### src/rtl/layer_instr_issuer.sv
// Buffers host instructions in a FIFO and issues them one at a time to the layer controller.
// Optional WAIT_DONE performance counters are enabled with `define ISSUE_PERF_CNT_EN.
module layer_instr_issuer #(
    parameter int                           INSTRUCTION_WIDTH = 32,
    parameter int                           DEPTH             = 16,
    parameter int                           TIMEOUT_CYCLES    = 4096,
    parameter logic [INSTRUCTION_WIDTH-1:0] POOL_OPCODE       = 32'hFFFF_FFFF
) (
    input  logic                          clk,
    input  logic                          rst_n,
    input  logic                          load_valid,
    input  logic [INSTRUCTION_WIDTH-1:0]  load_data,
    output logic                          load_ready,
    input  logic                          start,
    input  logic                          flush,
    input  logic                          wr_done,
    output logic [INSTRUCTION_WIDTH-1:0]  instr_out,
    output logic                          instr_valid,
    output logic                          pool_flag,
    output logic                          busy,
    output logic                          done,
    output logic                          err,
    output logic [$clog2(DEPTH):0]        fifo_count,
    output logic [15:0]                   issued_cnt,
`ifdef ISSUE_PERF_CNT_EN
    output logic [31:0]                   stall_cycles,
    output logic [15:0]                   max_wait,
`endif
    output logic [1:0]                    dbg_state
);

    localparam int AW = $clog2(DEPTH);
    localparam int CW = AW + 1;
    localparam logic [CW-1:0] FULL_CNT = CW'(DEPTH);
    localparam int TW = (TIMEOUT_CYCLES > 1) ? $clog2(TIMEOUT_CYCLES) : 1;
    localparam int TMO_LAST_I = (TIMEOUT_CYCLES > 0) ? TIMEOUT_CYCLES - 1 : 0;
    localparam logic [TW-1:0] TMO_LAST = TW'(TMO_LAST_I);

    typedef enum logic [1:0] {
        S_IDLE  = 2'd0,
        S_ISSUE = 2'd1,
        S_WAIT  = 2'd2,
        S_ERROR = 2'd3
    } state_t;

    state_t                         r_state;
    state_t                         w_next;
    logic [INSTRUCTION_WIDTH-1:0]   r_mem [DEPTH];
    logic [AW-1:0]                  r_wr_ptr;
    logic [AW-1:0]                  r_rd_ptr;
    logic [CW-1:0]                  r_count;
    logic [INSTRUCTION_WIDTH-1:0]   r_instr_out;
    logic                           r_instr_valid;
    logic                           r_err;
    logic [15:0]                    r_issued;
    logic [TW-1:0]                  r_tmo_cnt;
    logic                           w_push;
    logic                           w_pop;
    logic                           w_issue;
    logic                           w_done;
    logic                           w_to_err;
    logic                           w_tmo_hit;
    logic                           w_load_ready;

    assign w_load_ready = (r_count != FULL_CNT);
    // flush drops any word offered in the same cycle
    assign w_push    = load_valid && w_load_ready && !flush;
    assign w_pop     = w_issue;
    assign w_tmo_hit = (TIMEOUT_CYCLES != 0) && (r_tmo_cnt == TMO_LAST);

    always_comb begin
        w_next   = r_state;
        w_issue  = 1'b0;
        w_done   = 1'b0;
        w_to_err = 1'b0;
        if (flush) begin
            w_next = S_IDLE;
        end else begin
            case (r_state)
                S_IDLE: begin
                    if (start && (r_count != '0)) begin
                        w_next = S_ISSUE;
                    end
                end
                S_ISSUE: begin
                    w_issue = 1'b1;
                    w_next  = S_WAIT;
                end
                S_WAIT: begin
                    // completion beats a timeout expiring in the same cycle
                    if (wr_done) begin
                        if (r_count == '0) begin
                            w_next = S_IDLE;
                            w_done = 1'b1;
                        end else begin
                            w_next = S_ISSUE;
                        end
                    end else if (w_tmo_hit) begin
                        w_next   = S_ERROR;
                        w_to_err = 1'b1;
                    end
                end
                S_ERROR: begin
                    w_next = S_ERROR;
                end
                default: begin
                    w_next = S_IDLE;
                end
            endcase
        end
    end

    always_ff @(posedge clk or negedge rst_n) begin
        if (!rst_n) begin
            r_state <= S_IDLE;
        end else begin
            r_state <= w_next;
        end
    end

    always_ff @(posedge clk) begin
        if (w_push) begin
            r_mem[r_wr_ptr] <= load_data;
        end
    end

    always_ff @(posedge clk or negedge rst_n) begin
        if (!rst_n) begin
            r_wr_ptr <= '0;
            r_rd_ptr <= '0;
            r_count  <= '0;
        end else if (flush) begin
            r_wr_ptr <= '0;
            r_rd_ptr <= '0;
            r_count  <= '0;
        end else begin
            if (w_push) begin
                r_wr_ptr <= r_wr_ptr + AW'(1);
            end
            if (w_pop) begin
                r_rd_ptr <= r_rd_ptr + AW'(1);
            end
            case ({w_push, w_pop})
                2'b10:   r_count <= r_count + CW'(1);
                2'b01:   r_count <= r_count - CW'(1);
                default: r_count <= r_count;
            endcase
        end
    end

    // instr_out is held between issues and across flush; the controller samples it when ready
    always_ff @(posedge clk or negedge rst_n) begin
        if (!rst_n) begin
            r_instr_out   <= '0;
            r_instr_valid <= 1'b0;
        end else begin
            r_instr_valid <= w_issue;
            if (w_issue) begin
                r_instr_out <= r_mem[r_rd_ptr];
            end
        end
    end

    always_ff @(posedge clk or negedge rst_n) begin
        if (!rst_n) begin
            r_err     <= 1'b0;
            r_issued  <= '0;
            r_tmo_cnt <= '0;
        end else if (flush) begin
            r_err     <= 1'b0;
            r_issued  <= '0;
            r_tmo_cnt <= '0;
        end else begin
            if (w_to_err) begin
                r_err <= 1'b1;
            end
            if (w_issue) begin
                r_issued  <= r_issued + 16'd1;
                r_tmo_cnt <= '0;
            end else if ((r_state == S_WAIT) && (TIMEOUT_CYCLES != 0) && !w_tmo_hit) begin
                r_tmo_cnt <= r_tmo_cnt + TW'(1);
            end
        end
    end

`ifdef ISSUE_PERF_CNT_EN
    logic [31:0] r_stall;
    logic [15:0] r_cur_wait;
    logic [15:0] r_max_wait;
    logic [15:0] w_wait_len;

    // length of the current WAIT_DONE stretch including this cycle, saturating
    assign w_wait_len = (r_cur_wait != 16'hFFFF) ? r_cur_wait + 16'd1 : r_cur_wait;

    always_ff @(posedge clk or negedge rst_n) begin
        if (!rst_n) begin
            r_stall    <= '0;
            r_cur_wait <= '0;
            r_max_wait <= '0;
        end else if (flush) begin
            r_stall    <= '0;
            r_cur_wait <= '0;
            r_max_wait <= '0;
        end else if (r_state == S_WAIT) begin
            if (r_stall != 32'hFFFF_FFFF) begin
                r_stall <= r_stall + 32'd1;
            end
            r_cur_wait <= w_wait_len;
            if (w_wait_len > r_max_wait) begin
                r_max_wait <= w_wait_len;
            end
        end else if (w_issue) begin
            r_cur_wait <= '0;
        end
    end

    assign stall_cycles = r_stall;
    assign max_wait     = r_max_wait;
`endif

    assign load_ready  = w_load_ready;
    assign instr_out   = r_instr_out;
    assign instr_valid = r_instr_valid;
    assign pool_flag   = (r_instr_out == POOL_OPCODE);
    assign busy        = (r_state != S_IDLE);
    assign done        = w_done;
    assign err         = r_err;
    assign fifo_count  = r_count;
    assign issued_cnt  = r_issued;
    assign dbg_state   = r_state;

endmodule

### config.mk
export PLATFORM = sky130hd
export DESIGN_NAME = layer_instr_issuer
export DESIGN_NICKNAME = d
export VERILOG_FILES = /design/src/rtl/layer_instr_issuer.sv
export SDC_FILE = /design/constraint.sdc
export NUM_CORES = 1
export LEC_CHECK = 0
export CAP_MARGIN = 10
export CORE_UTILIZATION = 60
export DETAILED_ROUTE_END_ITERATION = 8
export HOLD_SLACK_MARGIN = 0.12
export PLACE_DENSITY = 0.79
export SLEW_MARGIN = 20
export SYNTH_ARGS = -nofsm -noshare
export SYNTH_HDL_FRONTEND = slang
export SYNTH_SLANG_ARGS = --single-unit
### constraint.sdc
create_clock -name clk -period 5.4 [get_ports clk]
set_input_delay 1.35 -clock clk [delete_from_list [all_inputs] [get_ports clk]]
set_output_delay 1.35 -clock clk [all_outputs]
set_load 0.01 [all_outputs]
Yosys cells after proc, flatten, opt, wreduce, memory -nomap -nowiden

Memory sizes are Yosys's and may differ from the RTL's. A register that Yosys moved wholly into a read port is not among the register bits.
Cells that the tools add are included.

Register bits: 45
Memories kept: 1
Word-level logic and storage cells: 73
Output and inout port bits: 61
Memory bits (writable): 512
Bits of input ports: 38

Memories:

| name  | depth | bits a word | read ports | clocked after Yosys merged registers in | wr ports | line | RTL |
|---|---|---|---|---|---|---|---|
| r_mem | 16    | 32          | 1          | 1                                       | 1        | 48   | `logic [INSTRUCTION_WIDTH-1:0] r_mem [DEPTH];` |

Add/subtract/negate cells: 6
Reductions and logical operators: 17
Equality and inequality tests: 10
Muxes and demuxes: 31

Operators with widths:

| operator                                            | count |
|---|---|
| two-way mux 12 bit                                  | 3 |
| equality test 32 bit, second input constant         | 1 |
| two-way mux 16 bit                                  | 2 |
| adder 16 x 1 -> 16 bit, second input constant       | 1 |
| two-way mux 4 bit                                   | 4 |
| two-way mux 1 bit                                   | 15 |
| adder 12 x 1 -> 12 bit, second input constant       | 1 |
| equality test 12 bit, second input constant         | 1 |
| case mux 5 bit (2 select lines)                     | 1 |
| adder 4 x 1 -> 4 bit, second input constant         | 2 |
| two-way mux 2 bit                                   | 4 |
| case mux 2 bit (4 select lines)                     | 1 |
| nonzero test 2 bit                                  | 4 |
| equality test 2 bit, second input constant          | 3 |
| nonzero test 3 bit                                  | 2 |
| adder 5 x 1 -> 5 bit, second input constant         | 1 |
| zero test 5 bit                                     | 1 |
| two-way mux 5 bit                                   | 1 |
| != test 5 bit, second input constant                | 1 |
| nonzero test 5 bit                                  | 1 |
| subtractor 5 x 1 -> 5 bit, second input constant    | 1 |
| equality test 2 x 1 -> 1 bit, second input constant | 2 |
| logical AND 1 bit                                   | 4 |
| != test 4 bit, second input constant                | 1 |
| other kinds (4)                                     | 6 |

Longest topological paths before layout

Word-level depth: 7
Gate-level depth with buffers: 8

Least setup slack after synthesis

OpenSTA, ideal clock, no wires.

Path type: input -> register
From: in load_valid
To: mem r_mem[0][0], enable pin
Data arrival time: 4.153 ns
Stages on the path: 4
Data required time: 4.939 ns
Buffers on the path: 0
Slack: 0.786 ns
Setup time: 0.461 ns
Cell sequence: inv_1 -> a211oi_1 -> nand2_1 -> nor3_1

Longest elaborated chain between the ends: 4

Ends and longest elaborated chain:

| element                                 | line | RTL |
|---|---|---|
| start, declared                         | 11   | `input logic load_valid,` |
| logical AND 1 bit (2 in series)         | 67   | `assign w_push = load_valid && w_load_ready && !flush;` |
| two-way mux 1 bit                       | 122  | `if (w_push) begin` |
| two-way mux 1 bit (not written as such) | 123  | `r_mem[r_wr_ptr] <= load_data;` |
| end, declared                           | 48   |  |

Every way passes these cells.

Final worst setup path

From: in flush
To: out done

Longest elaborated chain between the ends: 1

Ends and longest elaborated chain:

| element           | line | RTL |
|---|---|---|
| start, declared   | 15   | `input logic flush,` |
| two-way mux 1 bit | 76   | `if (flush) begin` |
| end, declared     | 21   | `output logic done,` |

Every way passes these cells.

==> results.toml <==
[timing]
tns_ns = 0
rsz0062_at_grt = "false"
max_freq_ghz = 0.235
slew_violations = 0
finalClockSkew_ns = 0.0237
slew_headroom_pct = 29.5
post-route-min-period_ns = 4.25
hold_viol = 0
setup_viol = 0
fin_crit_sh_pct = 78.7
worst_pin_slew_ns = 1.06

[placed_design]
dp_hpwl_mm = 27.3
io_buffers = 98
gp_congestion = 0.830

[finish]
drive_gt1_share_pct = 20.3
fin_util_pct = 70.4
nets = 1327
area_growth_pct = 15.9

[worst_setup_path]
end_kind = "output port"
start_kind = "primary input"
worstPathRequired_ns = 4.05
arrival_ns = 2.90
criticalPathCategory = "primary input to output port"
critPathMaxFanout = 7

[logic_synthesis]
yosys.area_share.simple_pct = 4.09
synth_edf_count = 512
synth_cell_type_count = 57
yosysTopAreaCell = "edfxtp_1"
avgSynthCellArea_sq_um = 19.8
syn_inst = 1151
synthArstFlopShare_pct = 13.1
yosysTopAreaCellShare_pct = 67.3
synthAdderAreaFrac_pct = 0.493
synth-compound-area-share_pct = 3.44
synth-main-ff-cell = "edfxtp_1"
synth_seq_cells = 589
yosysWarnings = 0
syn_nets = 1198
synth_area_leaders = "edfxtp_1 67%, mux4_2 13%, dfrtp_1 8.4%, mux2i_1 1.5%, nor2_1 1.3%"
synth.yosys.seq_area_share_pct = 75.8
synth_area_sq_um = 22800
synth_mux_area_share_pct = 14.3
synth-xor-area-share_pct = 0.729
synth_top_family_by_area = "multiplexers"

[drt]
drc = 0
drt-total-wl_mm = 49.7
drt_iter0_markers = 1154
vias_per_cell = 6.48
wl_per_cell_microns = 27.0
dr_total_vias = 11900
firstDrtPassIters = 5
detail-route-antenna-nets = 0

[clocking]
cts_inserted_buffers = 56
cts_tree = "done"
root_buffer = "clkbuf_16"
path_clk_slew_ns = 0.06
cts_buffer_depth = 3
htreeDepth = 2
postCtsSetupBuffers = 0
postCtsResizedCells = 0
clkSinkCount = 589
cts_hold_buf = 0
worstSkewPairLatency_ns = 0.60

[floorplan]
initial_core_util_pct = 60.8
ios = 99
row_count = 71
die-area_sq_um = 38800
die_w_microns = 197
coreArea_sq_um = 37600
die_h_microns = 197

[global_routing]
grt_overflow = 0
grt_max_degree = 59
grtUsageTotal_pct = 26.4
grt_pass1_wl_mm = 74.9
antenna_found_initial = 2
grt_pass1_vias = 12200

[status]
status = "finished clean"

[min_path]
min_path_type = "flip-flop to flip-flop"

[power_and_ir_drop]
p_leak_nw = 8.40
ir_drop_mv = 0.285
powerDensity_nw_per_um2 = 410

[run]
cap_violations = 0
## Yosys cell counts, types with 8 or more instances
cell      count
nand4_1      13
clkbuf_1     36
nor3_1       10
buf_2        15
inv_1         8
mux4_2      128
xor2_1       12
o21ai_0      12
nor2_1       81
nand2_1      23
o22ai_1      32
edfxtp_1    512
a21oi_1      18
a211oi_1     37
ha_1          9
dfrtp_1      77
nand3_1      10
mux2i_1      35
## where the power goes
part / total (mW) / switching [mW] / internal, mW
logic: 1.48 / 0.700 / 0.777
clock network: 3.93 / 1.63 / 2.31
registers: 5.44 / 0.301 / 5.14
total: 10.8 / 2.63 / 8.22
## layout by cell type, fill, tap and decap left out, types with 3 or more instances in the layout
cell / synthesis / layout
a21oi_1: 18 / 18
o22ai_1: 32 / 32
clkdlybuf4s50_1: 0 / 97
nor2_4: 0 / 13
buf_4: 0 / 29
inv_1: 8 / 8
xnor2_1: 7 / 7
nand2b_1: 6 / 6
clkbuf_8: 0 / 9
dfrtp_1: 77 / 74
mux4_2: 128 / 128
o21ai_0: 12 / 12
nor2b_1: 5 / 5
bufinv_16: 0 / 5
ha_1: 9 / 9
a211oi_1: 37 / 37
nand3_1: 10 / 9
mux2_2: 3 / 3
nor3_1: 10 / 6
o31ai_1: 3 / 3
xor2_1: 12 / 12
or4_1: 5 / 5
edfxtp_1: 512 / 512
clkbuf_16: 0 / 57
mux2i_1: 35 / 35
nand4_1: 13 / 13
nor3_2: 0 / 4
clkbuf_1: 36 / 20
or3_1: 7 / 7
nor2_1: 81 / 68
nand2_1: 23 / 23
clkinv_2: 0 / 7
clkinv_1: 1 / 5
## worst max-delay path, stage by stage
cell             delay (ns)
clkdlybuf4s50_1        0.56
nor4b_1                0.39
clkdlybuf4s50_1        0.61
## flip-flops by register name, summed over array words and instances (netlist names)
register and cells:
dbg_state 2, err 1, fifo_count 5, instr_out 32, instr_valid 1, issued_cnt 16
r_mem 512, r_rd_ptr 4, r_tmo_cnt 12, r_wr_ptr 4
## cell families (layout without fill, tap and decap cells)
kind of cell,after synthesis,in the layout
flip-flops,589,589
AND/OR/NAND/NOR,184,184
multiplexers,166,166
AO/OA/AOI/OAI,118,118
buffers and inverters,66,242
XOR/XNOR,19,19
adder cells (fa/ha/maj),9,9
other,0,1
## area by class of cell
| type | instances | area, sq um |
|---|---|---|
| Antenna cell | 1 | 2.50 |
| Clock buffer | 86 | 1630 |
| Clock inverter | 19 | 226 |
| Fill cell | 2195 | 11100 |
| Inverter | 9 | 33.8 |
| Multi-Input combinational cell | 496 | 5390 |
| Sequential cell | 589 | 17300 |
| Tap cell | 511 | 639 |
| Timing Repair Buffer | 128 | 1230 |
## layer usage
metal | up-vias | GRT usage [%] | share of wire [%] | routed length (microns)
met4 | 2 | 9.07 | 2.5 | 1250
li1 | 4989 | - | - | -
met1 | 6260 | 36.8 | 40 | 20000
met3 | 93 | 3.59 | 6.2 | 3080
met2 | 577 | 43.7 | 51 | 25400
met5 | - | 0 | 0.024 | 12
## final timing paths
check	startpoint	endpoint	slack (ns)	cells past startpoint
max in group asynchronous	rst_n	r_rd_ptr[1]	3.56	2
worst min register to register	r_tmo_cnt[11]	r_tmo_cnt[11]	0.52	1
min in group asynchronous	rst_n	err	0.86	1
worst min-delay path	r_tmo_cnt[11]	r_tmo_cnt[11]	0.52	1
worst max register to register	dbg_state[0]	instr_out[4]	1.70	7
worst max-delay path	flush	done	1.15	3
## stage by stage
step	hold slack [ns]	total power [mW]	cell area [sq um]	worst slack [ns]	instances
2_1_floorplan	0.470	6.27	22800	0.786	1151
3_3_place_gp	0.500	6.93	24600	1.14	1733
3_5_place_dp	0.503	6.98	24600	1.13	1733
4_1_cts	0.512	10.9	26500	1.13	1838
5_1_grt	0.550	11.2	26500	1.09	1839
6_report	0.517	10.8	26500	1.15	1839
Note: power is estimated with default switching activity, not from simulation.
